File: src/rtl/hash_table_pkg.sv
// Shared types for the linear-probing hash table.
package hash_table_pkg;

    typedef enum logic [1:0] {
        INSERT = 2'b00,
        DELETE = 2'b01,
        SEARCH = 2'b10,
        RSVD   = 2'b11
    } op_e;

    typedef enum logic [1:0] {
        EMPTY     = 2'b00,
        VALID     = 2'b01,
        TOMBSTONE = 2'b10
    } slot_state_e;

    typedef enum logic [1:0] {
        IDLE  = 2'b00,
        PROBE = 2'b01,
        DONE  = 2'b10
    } fsm_state_e;

    typedef enum logic [1:0] {
        NONE      = 2'b00,
        FULL      = 2'b01,
        NOT_FOUND = 2'b10,
        BAD_OP    = 2'b11
    } err_e;

endpackage

File: src/rtl/hash_index_gen.sv
// Key to home-slot index: key mod TOTAL_ENTRY or XOR fold of index-wide chunks.
module hash_index_gen #(
    parameter int KEY_WIDTH      = 32,
    parameter int TOTAL_ENTRY    = 64,
    parameter     HASH_ALGORITHM = "MODULUS",
    localparam int INDEX_WIDTH   = $clog2(TOTAL_ENTRY)
) (
    input  logic [KEY_WIDTH-1:0]   key,
    output logic [INDEX_WIDTH-1:0] index
);

    localparam int NCHUNK = (KEY_WIDTH + INDEX_WIDTH - 1) / INDEX_WIDTH;
    localparam int PW     = NCHUNK * INDEX_WIDTH;

    generate
        if (HASH_ALGORITHM == "XOR_FOLD") begin : g_xor
            logic [PW-1:0] padded;
            assign padded = PW'(key);
            always_comb begin
                index = '0;
                for (int c = 0; c < NCHUNK; c++) begin
                    index = index ^ padded[c*INDEX_WIDTH +: INDEX_WIDTH];
                end
            end
        end else begin : g_mod
            logic unused_bits;
            assign unused_bits = ^key[KEY_WIDTH-1:INDEX_WIDTH];
            assign index = key[INDEX_WIDTH-1:0];
        end
    endgenerate

endmodule

File: src/rtl/hash_table_lp.sv
// Open-addressing hash table, linear probing, one slot examined per cycle.
// Define HASH_TABLE_STATS_EN to add occupancy/tombstone_count outputs.
module hash_table_lp
    import hash_table_pkg::*;
#(
    parameter int KEY_WIDTH      = 32,
    parameter int VALUE_WIDTH    = 32,
    parameter int TOTAL_ENTRY    = 64,
    parameter int MAX_PROBE      = 8,
    parameter     HASH_ALGORITHM = "MODULUS",
    localparam int IW            = $clog2(TOTAL_ENTRY),
    localparam int PW            = $clog2(MAX_PROBE + 1),
    localparam int CW            = $clog2(TOTAL_ENTRY + 1)
) (
    input  logic                   clk,
    input  logic                   rst,
    input  logic [KEY_WIDTH-1:0]   key_in,
    input  logic [VALUE_WIDTH-1:0] value_in,
    input  logic [1:0]             op_sel,
    input  logic                   op_en,
    output logic                   op_ready,
    output logic [VALUE_WIDTH-1:0] value_out,
    output logic                   op_done,
    output logic                   op_error,
    output logic [1:0]             error_code,
`ifdef HASH_TABLE_STATS_EN
    output logic [CW-1:0]          occupancy,
    output logic [CW-1:0]          tombstone_count,
`endif
    output logic [PW-1:0]          probe_count
);

    fsm_state_e             state;
    op_e                    lop;
    logic [KEY_WIDTH-1:0]   lkey;
    logic [VALUE_WIDTH-1:0] lval;
    logic [IW-1:0]          ptr;
    logic [IW-1:0]          home;
    logic [PW-1:0]          pidx;
    logic                   free_vld;
    logic [IW-1:0]          free_idx;

    slot_state_e            slot_st [TOTAL_ENTRY];
    logic [KEY_WIDTH-1:0]   keys    [TOTAL_ENTRY];
    logic [VALUE_WIDTH-1:0] vals    [TOTAL_ENTRY];

    slot_state_e   cur_st;
    logic          hit;
    logic          last;
    logic          fin;
    err_e          fin_err;
    logic [PW-1:0] fin_pc;
    logic          wr_new;
    logic [IW-1:0] wr_idx;
    logic          upd;
    logic          tomb;
    logic          load;

    hash_index_gen #(
        .KEY_WIDTH      (KEY_WIDTH),
        .TOTAL_ENTRY    (TOTAL_ENTRY),
        .HASH_ALGORITHM (HASH_ALGORITHM)
    ) u_hash (
        .key   (key_in),
        .index (home)
    );

    assign op_ready = (state == IDLE);
    assign cur_st   = slot_st[ptr];
    assign hit      = (cur_st == VALID) && (keys[ptr] == lkey);
    assign last     = (pidx == PW'(MAX_PROBE - 1));

    always_comb begin
        fin     = 1'b0;
        fin_err = NONE;
        fin_pc  = pidx;
        wr_new  = 1'b0;
        wr_idx  = ptr;
        upd     = 1'b0;
        tomb    = 1'b0;
        load    = 1'b0;
        if (lop == INSERT) begin
            if (hit) begin
                fin = 1'b1;
                upd = 1'b1;
            end else if (cur_st == EMPTY) begin
                fin    = 1'b1;
                wr_new = 1'b1;
                wr_idx = free_vld ? free_idx : ptr;
            end else if (last) begin
                fin    = 1'b1;
                fin_pc = PW'(MAX_PROBE);
                // Free slot may be the one under the pointer right now.
                if (free_vld || cur_st == TOMBSTONE) begin
                    wr_new = 1'b1;
                    wr_idx = free_vld ? free_idx : ptr;
                end else begin
                    fin_err = FULL;
                end
            end
        end else begin
            if (hit) begin
                fin  = 1'b1;
                tomb = (lop == DELETE);
                load = (lop == SEARCH);
            end else if (cur_st == EMPTY) begin
                fin     = 1'b1;
                fin_err = NOT_FOUND;
            end else if (last) begin
                fin     = 1'b1;
                fin_err = NOT_FOUND;
                fin_pc  = PW'(MAX_PROBE);
            end
        end
    end

    // Request latch, probe walk and key/value storage carry no reset.
    always_ff @(posedge clk) begin
        if (state == IDLE && op_en) begin
            lkey     <= key_in;
            lval     <= value_in;
            lop      <= op_e'(op_sel);
            ptr      <= home;
            pidx     <= '0;
            free_vld <= 1'b0;
            free_idx <= '0;
        end else if (state == PROBE) begin
            if (upd) begin
                vals[ptr] <= lval;
            end
            if (wr_new) begin
                keys[wr_idx] <= lkey;
                vals[wr_idx] <= lval;
            end
            if (!fin) begin
                ptr  <= ptr + 1'b1;
                pidx <= pidx + 1'b1;
                if (!free_vld && cur_st == TOMBSTONE) begin
                    free_vld <= 1'b1;
                    free_idx <= ptr;
                end
            end
        end
    end

    always_ff @(posedge clk or posedge rst) begin
        if (rst) begin
            state       <= IDLE;
            op_done     <= 1'b0;
            op_error    <= 1'b0;
            error_code  <= 2'b00;
            probe_count <= '0;
            value_out   <= '0;
            for (int i = 0; i < TOTAL_ENTRY; i++) begin
                slot_st[i] <= EMPTY;
            end
`ifdef HASH_TABLE_STATS_EN
            occupancy       <= '0;
            tombstone_count <= '0;
`endif
        end else begin
            case (state)
                IDLE: begin
                    op_done <= 1'b0;
                    if (op_en) begin
                        if (op_e'(op_sel) == RSVD) begin
                            state       <= DONE;
                            op_done     <= 1'b1;
                            op_error    <= 1'b1;
                            error_code  <= BAD_OP;
                            probe_count <= '0;
                        end else begin
                            state <= PROBE;
                        end
                    end
                end
                PROBE: begin
                    if (fin) begin
                        state       <= DONE;
                        op_done     <= 1'b1;
                        op_error    <= (fin_err != NONE);
                        error_code  <= fin_err;
                        probe_count <= fin_pc;
                        if (load) begin
                            value_out <= vals[ptr];
                        end
                        if (tomb) begin
                            slot_st[ptr] <= TOMBSTONE;
                        end
                        if (wr_new) begin
                            slot_st[wr_idx] <= VALID;
                        end
`ifdef HASH_TABLE_STATS_EN
                        if (wr_new) begin
                            occupancy <= occupancy + 1'b1;
                            if (slot_st[wr_idx] == TOMBSTONE) begin
                                tombstone_count <= tombstone_count - 1'b1;
                            end
                        end
                        if (tomb) begin
                            occupancy       <= occupancy - 1'b1;
                            tombstone_count <= tombstone_count + 1'b1;
                        end
`endif
                    end
                end
                DONE: begin
                    state   <= IDLE;
                    op_done <= 1'b0;
                end
                default: begin
                    state   <= IDLE;
                    op_done <= 1'b0;
                end
            endcase
        end
    end

endmodule
File: config.mk
export PLATFORM = sky130hd
export DESIGN_NAME = hash_table_lp
export DESIGN_NICKNAME = d
export VERILOG_FILES = /design/src/rtl/hash_table_pkg.sv /design/src/rtl/hash_index_gen.sv /design/src/rtl/hash_table_lp.sv
export SDC_FILE = /design/constraint.sdc
export NUM_CORES = 2
export LEC_CHECK = 0
export ABC_AREA = 0
export BUFFER_PORTS_ARGS = -buffer_cell sky130_fd_sc_hd__buf_2
export CORE_MARGIN = 3
export CORE_UTILIZATION = 30
export DETAILED_ROUTE_END_ITERATION = 8
export MAX_ROUTING_LAYER = met4
export SLEW_MARGIN = 20
export SYNTH_ARGS = -nofsm -noshare
export SYNTH_HDL_FRONTEND = slang
export SYNTH_SLANG_ARGS = --single-unit
File: constraint.sdc
create_clock -name clk -period 8.1 [get_ports clk]
set_input_delay 2.025 -clock clk [delete_from_list [all_inputs] [get_ports clk]]
set_output_delay 2.025 -clock clk [all_outputs]
set_load 0.005 [all_outputs]
==> impl_metrics.tcl <==
set metrics [dict create \
    cts_buffers 418 \
    htree_levels 5 \
    drc 0 \
    p_seq_frac 0.405 \
    crit_fanout 41 \
    finalSetupTns_ps 0 \
    multi_input_area_um2 34700 \
    cts.sinks 4355 \
    synth_edf_count 4168 \
    yosysTopAreaCell "edfxtp_1" \
    max_freq_mhz 128 \
    grt_pass1_vias 89900 \
    gp_congestion 0.916 \
    cp_cell_sequence "buf_12 > buf_4 > mux4_2 > or3b_2 > o21ai_0 > a21oi_1 > nor3_1 > xor2_1 > and3_1 > nor4b_1 > nor4b_4 > buf_4 > or2_1 > a31oi_4 > nor3_4 > buf_4" \
    syn-num-nets 8954 \
    p_per_area_nw_per_um2 338 \
    crit_top_cell "buf_4" \
    async_flop_share 0.0390 \
    seq_area_um2 130000 \
    grt_use_total 0.195 \
    routed_via_density 5.59 \
    p_leak_uw 0.0609 \
    skew_ps 103 \
    cts_max_path_buffers 4 \
    cts_setup_buffers 0 \
    cts_resized 0 \
    root_buffer "clkbuf_16" \
    synth.top_cells.by_count "edfxtp_1, a22oi_1, mux2i_1" \
    cts.clk_slew.worst_paths_ps 60 \
    die_w_um 751 \
    final_area_um2 194000 \
    power_frac_comb 0.300 \
    slew_viol_final 0 \
    ys_warn_count 0 \
    drt-total-wl_mm 554 \
    critPathKind "reg2reg" \
    area_growth_pct 16.4 \
    dieHeight_um 751 \
    fin_crit_sh 0.965 \
    vdd_drop_max_v 0.000252 \
    yosysUniqueCellTypes 90 \
    ys.flop_type "edfxtp_1" \
    gr-total-overflow 0 \
    wl_per_cell_um 32.5 \
    core_area_um2 551000 \
    rows 272 \
    port_buffers 109 \
    rsz0062_at_grt "false" \
    cts_tree "yes" \
    drive_above_1_share 0.201 \
    slowest_delay_ps 940 \
    num_io_pins 110 \
    crit_path_end_kind "flop" \
    antenna_left 0 \
    hold_path_class "reg2reg" \
    place_hpwl_mm 330 \
    initial_core_util 0.302 \
    switchingPower_uw 22700 \
    cap_viol_max_count 0 \
    place_area_um2 180000 \
    cp_data_required_time_ps 8740 \
    p_int_uw 42600 \
    vias 95200 \
    synth.top_cell.area_share 0.753 \
    netlist_area_um2 166000 \
    antenna_found_initial 47 \
    status "finished clean" \
    ys_top_cells_by_area "edfxtp_1, mux4_2, a22oi_1" \
    nets 9479 \
    grt_start_max_net_pins 104 \
    setup_viol 0 \
    final_util 0.352 \
    grt_pass1_wl_mm 759 \
    fill_cells 51100 \
    dr.pass1.iters 8 \
    slowest_stage "dfxtp_4" \
    relSlewSlack 0.176 \
    synth-seq-cells 4355 \
    fin_crit_ps 7820 \
    synth_seq_area_share 0.780 \
    postCtsHoldBufs 0 \
    yosysMostFrequentCell "edfxtp_1" \
    die-area_um2 563000 \
    clk_latency_ps 1050 \
    worstPathArrival_ps 8460 \
    drt-initial-drc-count 15100 \
    worstSetupStartpointType "flop" \
    tightest_slew_ps 1220 \
    netSwitchingFraction 0.348 \
    hold_viol 0 \
    timing.hold.ws_ps 487 \
    syn_avg_cell_area_um2 18.7 \
    pwr-share-clk 0.295 \
    synthCells 8883 \
]
## layer usage
layer | GRT usage | part of all wire | vias to the layer above | wire, um
li1 | - | - | 38000 | -
met1 | 0.257 | 0.39 | 50200 | 214000
met5 | - | 0 | - | 0
met4 | 0.0578 | 0.033 | 0 | 18400
met3 | 0.0410 | 0.11 | 915 | 60300
met2 | 0.304 | 0.47 | 6080 | 261000
## flip-flops by register name (all words and copies together), names as in the netlist, named ones only
signal	flops
state	2
op_done	1
free_vld	1
pidx	4
free_idx	6
op_error	1
lkey	32
slot_st	128
probe_count	4
keys	2048
lop	2
ptr	6
lval	32
error_code	2
vals	2048
value_out	32
## layout make-up
type	count	share of cell area
Antenna cell	27	0.000349
Tap cell	7261	0.0469
Timing Repair Buffer	673	0.0332
Clock inverter	239	0.0114
Inverter	66	0.00134
Multi-Input combinational cell	3894	0.179
Sequential cell	4355	0.670
Clock buffer	518	0.0569
## power by group through the flow
stage,sequential (uW),clock [uW],combinational [uW]
floorplan,27200,0,9990
global placement,27000,0,19200
detailed placement,27000,0,19200
CTS,26500,19400,19300
global route,26500,20300,20100
finish,26500,19300,19600
## per-stage QoR
| stage | setup WS (ps) | power (uW) | std cells |
|---|---|---|---|
| floorplan | 1380 | 37100 | 8883 |
| global placement | 230 | 46200 | 16200 |
| detailed placement | 671 | 46200 | 16200 |
| CTS | 563 | 65200 | 17000 |
| global route | 240 | 66900 | 17000 |
| finish | 282 | 65400 | 17000 |
## cells in the final DEF, fill, tap and decap left out, types with 33 or more instances in the layout
| cell type | n |
|---|---|
| nand2_1 | 257 |
| a21oi_1 | 181 |
| o211ai_1 | 33 |
| o21ai_0 | 117 |
| buf_12 | 130 |
| a22o_1 | 136 |
| nand3_1 | 136 |
| clkinv_1 | 100 |
| nor2_1 | 162 |
| inv_1 | 56 |
| dfrtp_1 | 170 |
| edfxtp_1 | 4168 |
| nand4_1 | 90 |
| buf_2 | 109 |
| a41oi_1 | 36 |
| clkinv_2 | 69 |
| a31oi_1 | 121 |
| a221oi_1 | 217 |
| clkbuf_1 | 87 |
| nor3_2 | 53 |
| o22ai_1 | 36 |
| nor3_1 | 33 |
| nor2_4 | 87 |
| clkbuf_16 | 423 |
| o2bb2ai_1 | 55 |
| mux4_2 | 344 |
| buf_4 | 433 |
| a22oi_1 | 720 |
| mux2i_1 | 500 |
| mux2_2 | 118 |
## cell families (layout without fill, tap and decap cells)
family,Yosys count,after routing,synth area share
compound gates,1846,1846,0.0833
flops,4355,4355,0.780
xor+xnor,31,31,0.00163
mux,990,990,0.0871
simple gates,1025,1025,0.0301
fa+ha+maj,2,2,0.000150
buf+inv,634,1496,0.0175
other cells,0,27,0
## critical path: cells and delay by family, from the launching register on
kind / cells / cell delay, ps
and+or+nand+nor: 7 / 3350
muxes: 1 / 560
AOI/OAI and AO/OA: 3 / 420
DFF: 1 / 940
buffers and inverters: 4 / 1560
xor gates and xnor gates: 1 / 420
## worst paths after layout
path,startpoint,to,slack (ps),cells after the start
setup / recovery,flop,vals[50][9],280,16
hold / removal,value_out[23],value_out[23],490,1
setup reg to reg,flop,vals[50][9],280,16
hold reg to reg,value_out[23],value_out[23],490,1
max in group asynchronous,rst,slot_st[116],5300,3
min in group asynchronous,rst,value_out[28],1110,2
Power figures use the tool's default switching activity.
